==> src/rtl/fetch_queue.sv <==
// rtl/fetch_queue.sv - single-outstanding instruction fetch FSM feeding a DEPTH-entry queue
// Optional same-cycle bypass of an empty queue: define FETCH_BYPASS_EN.
module fetch_queue #(
   parameter int unsigned DEPTH    = 4,
   parameter logic [31:0] RESET_PC = 32'h0000_0000
) (
   input  logic        clk_i,
   input  logic        rst_i,
   input  logic        start_i,
   input  logic        stall_i,
   input  logic        flush_i,
   input  logic [31:0] flush_pc_i,
   output logic        imem_req_o,
   output logic [31:0] imem_addr_o,
   input  logic        imem_ack_i,
   input  logic [31:0] imem_data_i,
   output logic        valid_o,
   output logic [31:0] instr_o,
   output logic [31:0] pc_o
);
   localparam int unsigned AW   = $clog2(DEPTH);
   localparam logic [AW:0] FULL = (AW+1)'(DEPTH);
   localparam logic [31:0] NOP  = 32'h0000_0013;

   typedef enum logic [1:0] {S_IDLE, S_REQ, S_DROP} state_t;

   state_t        r_state, w_state_nxt;
   logic [31:0]   r_fetch_pc;
   logic [31:0]   r_addr;
   logic [AW:0]   r_count;
   logic [AW-1:0] r_wptr, r_rptr;
   logic [31:0]   r_pc_mem    [DEPTH];
   logic [31:0]   r_instr_mem [DEPTH];

   logic w_issue, w_ack_keep, w_bypass, w_push, w_pop;

   // Only one request can be in flight, so IDLE needs no allowance for it.
   assign w_issue    = (r_state == S_IDLE) && start_i && !flush_i && (r_count < FULL);
   assign w_ack_keep = (r_state == S_REQ) && imem_ack_i && !flush_i;
`ifdef FETCH_BYPASS_EN
   assign w_bypass   = w_ack_keep && (r_count == '0) && !stall_i;
`else
   assign w_bypass   = 1'b0;
`endif
   assign w_push     = w_ack_keep && !w_bypass;
   assign w_pop      = (r_count != '0) && !stall_i && !flush_i;
   assign imem_addr_o = r_addr;

   always_ff @(posedge clk_i or posedge rst_i) begin
      if (rst_i) begin
         r_state <= S_IDLE;
      end else begin
         r_state <= w_state_nxt;
      end
   end

   always_comb begin
      w_state_nxt = r_state;
      imem_req_o  = 1'b0;
      unique case (r_state)
         S_IDLE: begin
            if (w_issue) w_state_nxt = S_REQ;
         end
         S_REQ: begin
            imem_req_o = 1'b1;
            if (imem_ack_i)   w_state_nxt = S_IDLE;
            else if (flush_i) w_state_nxt = S_DROP;
         end
         S_DROP: begin
            imem_req_o = 1'b1;
            if (imem_ack_i) w_state_nxt = S_IDLE;
         end
         default: w_state_nxt = S_IDLE;
      endcase
   end

   always_ff @(posedge clk_i or posedge rst_i) begin
      if (rst_i) begin
         r_fetch_pc <= RESET_PC;
         r_addr     <= RESET_PC;
         r_count    <= '0;
         r_wptr     <= '0;
         r_rptr     <= '0;
      end else begin
         if (w_issue) r_addr <= r_fetch_pc;

         if (flush_i)         r_fetch_pc <= flush_pc_i;
         else if (w_ack_keep) r_fetch_pc <= r_fetch_pc + 32'd4;

         // Flush wins over any same-edge push or pop.
         if (flush_i) begin
            r_count <= '0;
            r_wptr  <= '0;
            r_rptr  <= '0;
         end else begin
            if (w_push) r_wptr <= r_wptr + 1'b1;
            if (w_pop)  r_rptr <= r_rptr + 1'b1;
            unique case ({w_push, w_pop})
               2'b10:   r_count <= r_count + 1'b1;
               2'b01:   r_count <= r_count - 1'b1;
               default: r_count <= r_count;
            endcase
         end
      end
   end

   always_ff @(posedge clk_i) begin
      if (w_push) begin
         r_pc_mem[r_wptr]    <= r_fetch_pc;
         r_instr_mem[r_wptr] <= imem_data_i;
      end
   end

   always_comb begin
      valid_o = 1'b0;
      instr_o = NOP;
      pc_o    = '0;
      if (r_count != '0) begin
         valid_o = 1'b1;
         instr_o = r_instr_mem[r_rptr];
         pc_o    = r_pc_mem[r_rptr];
      end
`ifdef FETCH_BYPASS_EN
      else if (w_ack_keep) begin
         valid_o = 1'b1;
         instr_o = imem_data_i;
         pc_o    = r_fetch_pc;
      end
`endif
   end

endmodule
==> config.mk <==
export PLATFORM = sky130hd
export DESIGN_NAME = fetch_queue
export DESIGN_NICKNAME = d
export VERILOG_FILES = /design/src/rtl/fetch_queue.sv
export SDC_FILE = /design/constraint.sdc
export NUM_CORES = 1
export LEC_CHECK = 0
export CAP_MARGIN = 10
export CELL_PAD_IN_SITES_DETAIL_PLACEMENT = 2
export CELL_PAD_IN_SITES_GLOBAL_PLACEMENT = 2
export CORE_ASPECT_RATIO = 0.5
export CORE_MARGIN = 3
export CORE_UTILIZATION = 44
export DETAILED_ROUTE_END_ITERATION = 12
export PLACE_DENSITY_LB_ADDON = 0.25
export SKIP_CTS_REPAIR_TIMING = 1
export SLEW_MARGIN = 20
export SYNTH_ARGS = -nofsm -noshare
export SYNTH_HDL_FRONTEND = slang
export SYNTH_SLANG_ARGS = --single-unit
==> constraint.sdc <==
create_clock -name clk_i -period 10.1 [get_ports clk_i]
set_input_delay 1.01 -clock clk_i [delete_from_list [all_inputs] [get_ports clk_i]]
set_output_delay 1.01 -clock clk_i [all_outputs]
set_load 0.005 [all_outputs]
# ---- Word-level counts from Yosys, hierarchy flattened
# Memories as Yosys holds them, arrays and structs flattened.
# Index checks and enable logic that the tools add are counted.
dict set report classes {
  muxes 19
  n_addsub 5
  n_lt_le_gt_ge 1
  n_reduce_logical 16
  n_eq_ne 7
}
# cell n
set op_table {}
lappend op_table {{$mux 32} 4}
lappend op_table {{$add 32x3->32 const B} 1}
lappend op_table {{$mux 2} 8}
lappend op_table {{$logic_and 1x1->1} 7}
lappend op_table {{$pmux 2 s3} 1}
lappend op_table {{$pmux 3 s2} 1}
lappend op_table {{$reduce_bool 3->1} 2}
lappend op_table {{$add 2x1->2 const B} 2}
lappend op_table {{$eq 2x1->1 const B} 2}
lappend op_table {{$eq 2x2->1 const B} 2}
lappend op_table {{$mux 1} 4}
lappend op_table {{$ne 2x2->1 const B} 2}
lappend op_table {{$reduce_bool 2->1} 2}
lappend op_table {{$add 3x1->3 const B} 1}
lappend op_table {{$lt 3x3->1 const B} 1}
lappend op_table {{$mux 3} 1}
lappend op_table {{$ne 3x3->1 const B} 1}
lappend op_table {{$reduce_and 3->1} 1}
lappend op_table {{$sub 3x1->3 const B} 1}
lappend op_table {{$logic_not 1->1} 2}
lappend op_table {{$logic_not 2->1} 1}
lappend op_table {{$reduce_or 2->1} 1}
dict set report totals {
  register_bits 73
  n_memories 2
  ram_bits 256
  in_bits 70
  elab_cells 56
  output_inout_bits 98
}
# name depth word_bits read_ports rd_clocked_by_memory_dff wr line_no
set mem_list {}
lappend mem_list {r_instr_mem 4 32 1 0 1 33} ;# logic [31:0] r_instr_mem [DEPTH];
lappend mem_list {r_pc_mem 4 32 1 0 1 32} ;# logic [31:0] r_pc_mem [DEPTH];

# ---- Logic depth before layout (Yosys ltp)
dict set report logic_depth {
  word_depth 6
  mapped_depth 8
  mapped_depth_nobuf 8
}

# ---- Least setup slack after synthesis
# Ideal clock, no wire load.
dict set report synth_path {
  kind {input-to-reg}
  startpoint {in flush_i}
  endpoint {mem r_instr_mem[0][0], enable pin}
  t_arrival_ps 3192
  path_slack_ps 6479
  required_time_ps 9671
  setup_ps 429
  cell_stages 4
  n_path_buf 2
  path_cell_list {inv_1 > clkbuf_1 > clkbuf_1 > and3_1}
}
dict set report synth_via {
  elab_chain_len 4
}
# element line_no
set synth_rtl {}
lappend synth_rtl {{start, declared} 11} ;# input logic flush_i,
lappend synth_rtl {{$logic_not 1->1} 39} ;# assign w_ack_keep = (r_state == S_REQ) && imem_ack_i && !flush_i;
lappend synth_rtl {{$logic_and 1x1->1} 39}
lappend synth_rtl {{$mux 1} 108} ;# if (w_push) begin
lappend synth_rtl {{$mux 1 (implied by the code)} 110} ;# r_instr_mem[r_wptr] <= imem_data_i;
lappend synth_rtl {{end, declared} 33}
# Every way passes these cells.

# ---- Worst setup path after layout
dict set report layout_path {
  startpoint {reg r_rptr[0]}
  endpoint {out instr_o[4]}
}
dict set report layout_via {
  elab_chain_len 2
}
# element line_no
set layout_rtl {}
lappend layout_rtl {{start, declared} 31} ;# logic [AW-1:0] r_wptr, r_rptr;
lappend layout_rtl {{start signal, assigned} 97} ;# if (w_pop) r_rptr <= r_rptr + 1'b1;
lappend layout_rtl {{$mem_v2 4x32} --}
lappend layout_rtl {{$mux 32} 118} ;# if (r_count != '0) begin
lappend layout_rtl {{end, declared} 18} ;# output logic [31:0] instr_o,
# Every way passes these cells.

==> impl_results.md <==
- Multi-input gate area: 0.00353 mm^2
- Antenna Diode Count: 0
- Ratio of cells with drive above 1 in the final layout: 17.9%
- Syn Area/Cell: 17.8 um^2
- CTS tree: yes
- Post-synth top cells: 256 x edfxtp_1, 73 x dfrtp_1, 64 x mux4_2, 63 x and2_1, 36 x mux2_2
- Area post-placement: 0.0153 mm^2
- Syn nets: 825
- Slowest stage delay, CP: 0.90 ns
- GRT Total Usage: 22.2%
- Worst-Skew Late Latency: around 0.56 ns
- RePlAce Congestion: 0.702
- Final worst slack: 5.50 ns
- Layout fillers: 2543
- Status: completed
- Met2 WL: 19.2 mm
- Fmax achieved: approximately 0.22 GHz
- Area growth syn-to-layout: 23.6%
- Gr ovfl total: 0
- RSZ-0062 raised after global routing: no
- Crit-path cells: buf_4, mux4_2, or2_2, clkdlybuf4s50_1
- First-pass GRT wire length: around 54 mm
- FP Rows: 44
- Async set-or-reset flop fraction in the synthesized netlist: 22.2%
- Synth top area share: 58.1%
- Die width: 251 um
- Mapped Area: between 0.01 and 0.015 mm^2
- Total core area: 0.0293 mm^2
- Clk_skew: 0.0168 ns
- Number of synthesized flops with an enable pin: around 260
- Initial antenna violation count: 2
- P per Cell Area: approximately 250 mW/mm^2
- Largest net degree at the start of global routing: 74
- Post-Synthesis Cells: 745
- CTS root buf: clkbuf_16
- Slew @ Worst Pin: 1.10 ns
- First-pass DRT Iterations: 5
- Maximum vdd drop: 0.000135 V
- Warnings from Yosys: 0
- Vias in the first global route: 8346
- Lkg Pwr: 5.45 nW
- Storage cell area: 0.00952 mm^2
- Fin crit period: 4.60 ns
- Remaining antenna violation count: 0
- Most frequent cell after synthesis: edfxtp_1
- Max cap viols: 0
- Total length of routed met3 wires: between 1 and 1.5 mm
- Cell variety after synth: 41
- Fin crit share: 45.6%
- Initial core utilization: 45.2%
- DRC: 0
- WP data arrival: about 3.6 ns
- CP required: 9.09 ns
- DR vias/cell: between 5 and 6
- FF+latch count, synth: 329
- Initial DRC Count: between 400 and 500
- Number of nets in the layout: 991
- Clk pin slew, worst setup/hold paths: 0.07 ns
- Type of origin of the critical path: flop
- Pre-CTS setup slack: 6.00 ns
- Cell taking the most area after synthesis: edfxtp_1
- Die height: 129 um
- CP endpoint kind: output pin
- Number of setup violations in the final report: 0
- Top layer in use: met4
- WL final: around 36 mm
- IO buf count: 167
- Final hold slack: 0.514 ns
- DR WL/cell: ~27 um
- CTS HTree Levels: 1
- Worst Path Class, Setup: reg -> out
- HP Class: reg -> reg
- Area contributors post-synth: edfxtp_1 58%, dfrtp_1 14%, mux4_2 11%
- Slew Viols, Final: 0
- HPWL Detailed: 21.9 mm
- Slowest-stage cell, CP: dfrtp_4
- Final Core Density: 55.8%
- Final TNS setup: 0 ns
- Slew headroom: a little over a quarter
- I/O pins: 168
- Top FF cell, synth: edfxtp_1
- TritonCTS Buffers: 30
- TritonCTS sink count: 329
- CTS Buffer Depth: 3
- Hold Vio Cnt, Final: 0
- Routed length on met1: 15.0 mm
- Via count: 7344
- Seq/Total Area, Yosys: a little under three quarters
- Worst Path Max Fanout: 34
- Die area: 0.0323 mm^2
- Design area: approximately 0.016 mm^2
[critical path, delay by kind of cell (launching register included)]
family                 cells  cell delay, ns
buffers and inverters      2            1.15
DFF                        1            0.90
muxes                      1            0.60
and+or+nand+nor            1            0.29
[layout make-up]
class,instances,area share (%)
inverter,14,0.337
clock inverter,10,0.880
sequential,329,58.2
clock buffer,45,5.06
multi-input combinational,362,21.6
timing repair buffer,174,10.9
tap,391,2.99
[layer usage]
| metal | global-route usage [%] | vias to the layer above |
|---|---|---|
| li1 | - | 3242 |
| met4 | 4.32 | 0 |
| met3 | 3.05 | 37 |
| met1 | 28.9 | 3934 |
| met2 | 40.8 | 131 |
| met5 | 0 | - |
[state kept, by name (all words and copies together) (netlist names)]
signal / count
r_state: 2
r_fetch_pc: 32
r_rptr: 2
r_wptr: 2
r_pc_mem: 128
r_instr_mem: 128
r_count: 3
imem_addr_o: 32
[metrics by stage]
stage / instances / total power (W)
after floorplan: 745 / 0.00231
after global placement: 1267 / 0.00296
after detailed placement: 1267 / 0.00303
after CTS: 1322 / 0.00419
after global routing: 1325 / 0.00434
final: 1325 / 0.00413
[power by group]
| group | leakage, nW | internal, W | switching [W] |
|---|---|---|---|
| logic | 1.78 | 0.000732 | 0.000488 |
| clock network | 0.468 | 0.000644 | 0.000500 |
| registers | 3.20 | 0.00161 | 0.000160 |
[layout by cell type, fill, tap and decap left out, types with 13 or more instances in the layout]
master | netlist | layout
and2_1 | 63 | 63
clkbuf_1 | 28 | 13
clkbuf_16 | 0 | 30
clkdlybuf4s50_1 | 0 | 166
dfrtp_1 | 73 | 71
edfxtp_1 | 256 | 256
mux2_2 | 36 | 36
mux4_2 | 64 | 64
nand2_1 | 35 | 35
nand3_1 | 16 | 16
nor2_1 | 13 | 13
o21ai_0 | 15 | 15
or4_1 | 19 | 19
[cells by family after synthesis]
| logic type | after synthesis | synth area share, % |
|---|---|---|
| XOR/XNOR | 13 | 0.861 |
| AO/OA/AOI/OAI | 48 | 2.30 |
| adder cells (fa/ha/maj) | 10 | 1.00 |
| flip-flops | 329 | 71.9 |
| AND/OR/NAND/NOR | 188 | 8.16 |
| multiplexers | 103 | 14.2 |
| buffers and inverters | 54 | 1.59 |
[final timing paths]
kind | start | end | slack, ns | depth (start not counted)
worst max-delay path | r_rptr[0]$_DFFE_PP0P_ | instr_o[4] | 5.50 | 4
worst min-delay path | imem_addr_o[2]$_DFFE_PP0P_ | imem_addr_o[2]$_DFFE_PP0P_ | 0.51 | 1
worst max register to register | r_count[0]$_DFFE_PP0P_ | r_count[2]$_DFFE_PP0P_ | 6.99 | 7
worst min register to register | imem_addr_o[2]$_DFFE_PP0P_ | imem_addr_o[2]$_DFFE_PP0P_ | 0.51 | 1
max in group asynchronous | rst_i | r_rptr[0]$_DFFE_PP0P_ | 8.58 | 3
min in group asynchronous | rst_i | r_wptr[0]$_DFFE_PP0N_ | 0.97 | 3
(Power assumes the default switching activity.)
